File: src/rtl/ram_arbiter.sv
// ram_arbiter: shares one single-port RAM (combinational read, clocked write)
// between the CPU (port A) and the loader/debug port (port B).
//
// Each access takes three cycles: IDLE (arbitrate and latch the request),
// ACCESS (RAM addressed, write strobe or read capture) and DONE (ack pulse).
// When both ports are eligible, the port that was not served last wins.
// While b_hold is high, port A is never granted.
//
// Ports:
//   clk, reset                 system clock, synchronous active-high reset
//   a_req/a_we/a_addr/a_wdata  port A request (held until a_ack)
//   a_ack, a_rdata             port A completion pulse and read data
//   b_*                        same as port A, for port B
//   b_hold                     blocks new port A grants
//   ram_addr, ram_din          registered RAM address and write data
//   ram_write_en               RAM write strobe (high in ACCESS for writes)
//   ram_dout                   RAM read data, combinational from ram_addr
//   busy                       high whenever the FSM is not in IDLE
module ram_arbiter #(
    parameter int ADDR_WIDTH = 8,
    parameter int DATA_WIDTH = 12
) (
    input  logic                  clk,
    input  logic                  reset,
    input  logic                  a_req,
    input  logic                  a_we,
    input  logic [ADDR_WIDTH-1:0] a_addr,
    input  logic [DATA_WIDTH-1:0] a_wdata,
    output logic                  a_ack,
    output logic [DATA_WIDTH-1:0] a_rdata,
    input  logic                  b_req,
    input  logic                  b_we,
    input  logic [ADDR_WIDTH-1:0] b_addr,
    input  logic [DATA_WIDTH-1:0] b_wdata,
    output logic                  b_ack,
    output logic [DATA_WIDTH-1:0] b_rdata,
    input  logic                  b_hold,
    output logic [ADDR_WIDTH-1:0] ram_addr,
    output logic [DATA_WIDTH-1:0] ram_din,
    output logic                  ram_write_en,
    input  logic [DATA_WIDTH-1:0] ram_dout,
    output logic                  busy
);

    typedef enum logic [1:0] {
        ST_IDLE   = 2'd0,
        ST_ACCESS = 2'd1,
        ST_DONE   = 2'd2
    } state_e;

    localparam logic PORT_A = 1'b0;
    localparam logic PORT_B = 1'b1;

    state_e                  state_q, state_d;
    logic                    prio_q, prio_d;
    logic                    gnt_q, gnt_d;
    logic                    lat_we_q, lat_we_d;
    logic [ADDR_WIDTH-1:0]   ram_addr_q, ram_addr_d;
    logic [DATA_WIDTH-1:0]   ram_din_q, ram_din_d;
    logic                    a_ack_q, a_ack_d;
    logic                    b_ack_q, b_ack_d;
    logic [DATA_WIDTH-1:0]   a_rdata_q, a_rdata_d;
    logic [DATA_WIDTH-1:0]   b_rdata_q, b_rdata_d;
    logic                    busy_q, busy_d;

    logic                    elig_a_s;
    logic                    elig_b_s;
    logic                    sel_s;

    // Next-state logic: arbitration in IDLE, read capture in ACCESS, priority update in DONE.
    always_comb begin
        state_d   = state_q;
        prio_d    = prio_q;
        gnt_d     = gnt_q;
        lat_we_d  = lat_we_q;
        ram_addr_d = ram_addr_q;
        ram_din_d = ram_din_q;
        a_ack_d   = 1'b0;
        b_ack_d   = 1'b0;
        a_rdata_d = a_rdata_q;
        b_rdata_d = b_rdata_q;

        elig_a_s  = a_req && !b_hold;
        elig_b_s  = b_req;

        // Contention is resolved by prio; otherwise the lone eligible port wins.
        if (elig_a_s && elig_b_s) begin
            sel_s = prio_q;
        end else if (elig_b_s) begin
            sel_s = PORT_B;
        end else begin
            sel_s = PORT_A;
        end

        case (state_q)
            ST_IDLE: begin
                if (elig_a_s || elig_b_s) begin
                    gnt_d = sel_s;
                    if (sel_s == PORT_B) begin
                        lat_we_d   = b_we;
                        ram_addr_d = b_addr;
                        ram_din_d  = b_wdata;
                    end else begin
                        lat_we_d   = a_we;
                        ram_addr_d = a_addr;
                        ram_din_d  = a_wdata;
                    end
                    state_d = ST_ACCESS;
                end else begin
                    state_d = ST_IDLE;
                end
            end
            ST_ACCESS: begin
                // Writes leave both read-data registers untouched.
                if (!lat_we_q) begin
                    if (gnt_q == PORT_B) begin
                        b_rdata_d = ram_dout;
                    end else begin
                        a_rdata_d = ram_dout;
                    end
                end else begin
                    a_rdata_d = a_rdata_q;
                end
                // Acks are registered so they appear exactly in DONE.
                if (gnt_q == PORT_B) begin
                    b_ack_d = 1'b1;
                end else begin
                    a_ack_d = 1'b1;
                end
                state_d = ST_DONE;
            end
            ST_DONE: begin
                prio_d  = ~gnt_q;
                state_d = ST_IDLE;
            end
            default: begin
                state_d = ST_IDLE;
            end
        endcase

        busy_d = (state_d != ST_IDLE);
    end

    // State and registered outputs, cleared by the synchronous reset.
    always_ff @(posedge clk) begin
        if (reset) begin
            state_q    <= ST_IDLE;
            prio_q     <= PORT_A;
            gnt_q      <= PORT_A;
            lat_we_q   <= 1'b0;
            ram_addr_q <= {ADDR_WIDTH{1'b0}};
            ram_din_q  <= {DATA_WIDTH{1'b0}};
            a_ack_q    <= 1'b0;
            b_ack_q    <= 1'b0;
            a_rdata_q  <= {DATA_WIDTH{1'b0}};
            b_rdata_q  <= {DATA_WIDTH{1'b0}};
            busy_q     <= 1'b0;
        end else begin
            state_q    <= state_d;
            prio_q     <= prio_d;
            gnt_q      <= gnt_d;
            lat_we_q   <= lat_we_d;
            ram_addr_q <= ram_addr_d;
            ram_din_q  <= ram_din_d;
            a_ack_q    <= a_ack_d;
            b_ack_q    <= b_ack_d;
            a_rdata_q  <= a_rdata_d;
            b_rdata_q  <= b_rdata_d;
            busy_q     <= busy_d;
        end
    end

    // reset gates the strobe directly so an aborted write never commits.
    assign ram_write_en = (state_q == ST_ACCESS) && lat_we_q && !reset;

    assign a_ack    = a_ack_q;
    assign b_ack    = b_ack_q;
    assign a_rdata  = a_rdata_q;
    assign b_rdata  = b_rdata_q;
    assign ram_addr = ram_addr_q;
    assign ram_din  = ram_din_q;
    assign busy     = busy_q;

endmodule

File: config.mk
export PLATFORM = sky130hd
export DESIGN_NAME = ram_arbiter
export DESIGN_NICKNAME = d
export VERILOG_FILES = /design/src/rtl/ram_arbiter.sv
export SDC_FILE = /design/constraint.sdc
export NUM_CORES = 1
export LEC_CHECK = 0
export CORE_MARGIN = 1
export CORE_UTILIZATION = 41
export DETAILED_ROUTE_END_ITERATION = 8
export PLACE_DENSITY = 0.9
export SLEW_MARGIN = 25
export SYNTH_ARGS = -nofsm -noshare
export SYNTH_HDL_FRONTEND = slang
export SYNTH_SLANG_ARGS = --single-unit
File: constraint.sdc
create_clock -name clk -period 2 [get_ports clk]
set_clock_uncertainty 0.05 [all_clocks]
set_input_delay 0.5 -clock clk [delete_from_list [all_inputs] [get_ports clk]]
set_output_delay 0.5 -clock clk [all_outputs]
set_load 0.01 [all_outputs]
Word level (Yosys, flattened, before mapping)
Index checks and enable logic that the tools add are counted.
- equal/unequal tests: 2
- muxes and demuxes: 9
- bitwise logic cells: 3
- reductions and logical operators: 13
- operators by type and width (kind ; number):
    $mux 12 ; 1
    $mux 8 ; 1
    $mux 1 ; 6
    $reduce_and 3->1 ; 2
    $logic_and 1x1->1 ; 4
    $pmux 2 s2 ; 1
    $not 1->1 ; 3
    $eq 2x1->1 const B ; 1
    $eq 2x2->1 const B ; 1
    $logic_not 1->1 ; 2
    $logic_not 2->1 ; 1
    $reduce_and 2->1 ; 1
    $reduce_bool 2->1 ; 1
    $reduce_or 2->1 ; 1
    $logic_or 1x1->1 ; 1
- register bits after elaboration: 52
- input port bits: 59
- word-level logic and storage cells: 38

Depth between registers and ports, before layout
- depth in word-level cells: 6
- mapped depth: 5

Worst setup path after synthesis
No wires, ideal clock.
- kind: input-to-reg
- start point: input port b_hold
- end point: register ram_addr_q[0] (netlist: ram_addr[0])
- library setup time: 140 ps
- data arrival time: 1409 ps
- data required time: 1810 ps
- path slack: 400 ps
- stages on the path: 5
- path buffers: 1
- cells stage by stage: or3b_1 -> and2_4 -> buf_12 -> a21oi_2 -> a211oi_2
- word-level cells in the longest chain between the ends: 5
- RTL lines (element ; line ; text):
    from (decl) ; 37 ; input logic b_hold,
    $logic_not 1->1 * ; 83 ; elig_a_s = a_req && !b_hold;
    $logic_and 1x1->1 * ; 83 ;
    $logic_and 1x1->1 ; 87 ; if (elig_a_s && elig_b_s) begin
    $mux 1 ; 87 ;
    $mux 8 ; 99 ; if (sel_s == PORT_B) begin
    to (signal assigned) ; 151 ; ram_addr_q <= {ADDR_WIDTH{1'b0}};
    to (signal assigned) ; 163 ; ram_addr_q <= ram_addr_d;
    to (decl) ; 58 ; logic [ADDR_WIDTH-1:0] ram_addr_q, ram_addr_d;
Every way passes the cells marked *; elsewhere a longest branch is shown, timed or not.
A chain may end at the register's enable or synchronous reset.

Final worst setup path
- start point: register state_q[1]
- end point: output port ram_write_en
- word-level cells in the longest chain between the ends: 3
- RTL lines (element ; line ; text):
    from (decl) ; 54 ; state_e state_q, state_d;
    from (signal assigned) ; 159 ; state_q <= state_d;
    $eq 2x1->1 ; 174 ; assign ram_write_en = (state_q == ST_ACCESS) && lat_we_q && !reset;
    $logic_and 1x1->1 (2 in series) ; 174 ;
    to (decl) ; 40 ; output logic ram_write_en,
Every way passes these cells.

==> impl_results.md <==
- Worst Path Buf+Inv: 1
- Reg2Reg Depth: 5
- Fin. Hold Viols: 0
- RSZ-0062 raised after global routing: false
- H-tree depth: 2
- Sequential cell area: approximately 1000 um2
- Syn Nets: just over 300
- Num CTS Buffers: 5
- GRT Total Usage: 0.213
- Crit path launch type: flop
- Clock sinks: 52
- Fin util: 0.666
- Crit-path cells: nand2b_4 -> nor2_1 -> and2_1 -> dlygate4sd2_1
- Clk slew on worst S/H paths: ~100 ps
- Antenna Cells: 0
- Die H: 76.6 um
- Setup TNS: 0 ps
- Required time worst endpoint: about 1500 ps
- GR Overflow Total: 0
- Leakage: roughly 0.0012 uW
- Outcome: completed
- Mapped Cells: 250
- Fin nets: 416
- DR pass1 iterations: 4
- CP endpoint kind: output port
- DRC violations left: 0
- Worst R2R End: a_rdata[1]$_SDFFE_PP0P_
- Layout area overhead: 52.9%
- I/O Buffers: about 110
- DRT Wirelength: approximately 6.0 mm
- Routed WL per cell: between 10 and 15 um
- Kind of critical path: reg2out
- Tmin final: approximately 1900 ps
- CP top delay family: simple AND/OR/NAND/NOR gates
- Slew of the pin with the lowest slew margin: a little over 600 ps
- Largest stage delay, worst path: between 300 and 400 ps
- DPL Wire Length: 4.29 mm
- Iter 0 DRT Violations: 75
- Initial core utilization: 0.435
- Arrival time at the worst endpoint: 1360 ps
- Slew Limit Fails: 0
- Total power draw: about 2400 uW
- Via count: 2093
- Share of the synthesized area in the top cell type: 0.457
- Final setup fails: 0
- Worst Setup SP: state_q[1]$_SDFF_PP0_
- Fill cell count: between 400 and 500
- Crit. path cell count: 4
- Sequential area share after synthesis: 0.457
- Crit path max-delay cell type: dfxtp_1
- Pwr dens: about 690 nW/um2
- Multi-input logic area: approximately 1100 um2
- CTS tree: yes
- Max Fclk: ~0.52 GHz
- Commonest non-fill, non-tap cell in the layout: clkdlybuf4s50_1
- Netlist Area Pre-Place: between 2000 and 2500 um2
- Largest net degree at the start of global routing: 51
- Layout cells sized above 1: 0.207
- Critical Path End: ram_write_en
- Die extent in x: ~77 um
- Final Cell Area: 3490 um2
- Commonest cells after routing, fill and taps aside: 104 x clkdlybuf4s50_1, 64 x nand2_1, 51 x dfxtp_1
- R2R setup slack: 390 ps
- Period utilization: 0.956
- Worst slack at placement: -134 ps
- R2R Path Start: state_q[1]$_SDFF_PP0_
- Core area: 5240 um2
- Skew-Pair Late Insertion Delay: 300 ps
- CTS root buf: clkbuf_8
- Post-DP Area: 3390 um2
- Number of cell rows: 26
- Slew margin rel.: 0.588
- Initial antenna violation count: 0
- IO Count: around 110
- Syn Area/Cell: between 9 and 10 um2
- Ys Warns: 0
- Final WS setup: between 80 and 90 ps
- Top area cells in the synthesized netlist: dfxtp_1 46%, a211oi_2 11%, nand2_1 11%, a21oi_2 7.3%, a21oi_1 6.1%
- Antenna-violating nets left: 0
- Total die area: 5860 um2
- Maximum VDD drop: 0.000472 V
- Worst min-delay path category: in2reg
- Synth Register Bits: between 50 and 60
- Post-synthesis cell type count: 31
- Area leader, netlist: dfxtp_1
- Clock Path Buffers: 2
- GPL Wtd Cong: 0.788
- First-pass GRT wire length: between 10 and 15 mm
- Via density: between 4 and 5
- Number of global-route vias before repair: around 2.1k
- CTS Hold Buffers Added: 0
- Critical Path Fanout Max: 3
- Max-cap violations: 0
[state kept, by name, indices dropped and copies added, names as in the netlist]
signal	count
lat_we_q	1
gnt_q	1
b_rdata	12
prio_q	1
state_q	2
ram_addr	8
a_ack	1
ram_din	12
busy	1
b_ack	1
a_rdata	12
[power breakdown]
group | internal (uW) | leakage, uW | switching, uW
sequential | 1110 | 0.000427 | 45.5
clock | 256 | 0.0000452 | 359
combinational | 349 | 0.000767 | 286
[worst min-delay path by stage]
stage	end	cells after the start	slack [ps]	startpoint
2_1_floorplan	prio_q$_SDFFE_PP0N_	2	400	prio_q$_SDFFE_PP0N_
3_3_place_gp	b_rdata[5]$_SDFFE_PP0P_	2	390	b_rdata[5]$_SDFFE_PP0P_
3_5_place_dp	b_rdata[0]$_SDFFE_PP0P_	2	400	b_rdata[0]$_SDFFE_PP0P_
4_1_cts	state_q[1]$_SDFF_PP0_	2	310	reset
5_1_grt	state_q[1]$_SDFF_PP0_	2	320	reset
6_report	state_q[1]$_SDFF_PP0_	2	330	reset
[routing by layer]
metal  global-route usage  share of wire  vias to the layer above
li1                     -              -                     1051
met1                0.254           0.44                      970
met2                0.373           0.50                       62
met3               0.0395          0.043                       10
met4               0.0885          0.022                        0
met5                    0              0                        -
[stage by stage]
stage / std cells / hold WS [ps]
detailed placement: 420 / 399
global route: 428 / 317
floorplan: 250 / 399
finish: 428 / 329
CTS: 428 / 312
global placement: 420 / 392
[area by class of cell]
class,count,share of cell area
Clock inverter,3,0.00718
Sequential cell,52,0.299
Multi-Input combinational cell,179,0.309
Tap cell,70,0.0251
Timing Repair Buffer,118,0.339
Inverter,1,0.00108
Clock buffer,5,0.0197
[cells in the mapped netlist]
master / instances
nor2b_1: 1
inv_1: 1
dlygate4sd1_1: 2
buf_6: 2
and2_4: 1
a21oi_1: 28
nor2_1: 24
or3b_1: 1
nor3_2: 1
dfxtp_1: 52
a21oi_2: 19
a22oi_1: 1
and2_1: 2
or3b_4: 1
nand2b_4: 1
buf_12: 2
nand2_2: 6
buf_8: 2
a211oi_2: 20
nor3b_2: 1
clkbuf_4: 1
nor2_2: 1
o21ai_4: 1
o21ai_0: 1
clkbuf_1: 3
nor3_1: 1
nand2_1: 64
buf_2: 6
o21a_1: 1
or3_1: 2
a211oi_1: 1
[kinds of logic (layout without fill, tap and decap cells)]
group,after synthesis,in the layout,synth area share
AO/OA/AOI/OAI,72,72,0.263
buffers and inverters,19,127,0.0714
flip-flops,52,52,0.457
AND/OR/NAND/NOR,107,107,0.209
[what timing repair did]
item / 4_1_cts / 5_1_grt
hold endpoints to repair: 0 / 0
setup buffers: 0 / 0
resized for setup: 2 / 0
setup endpoints to repair: 1 / 0
No activity file was read; power rests on OpenSTA's default activity.
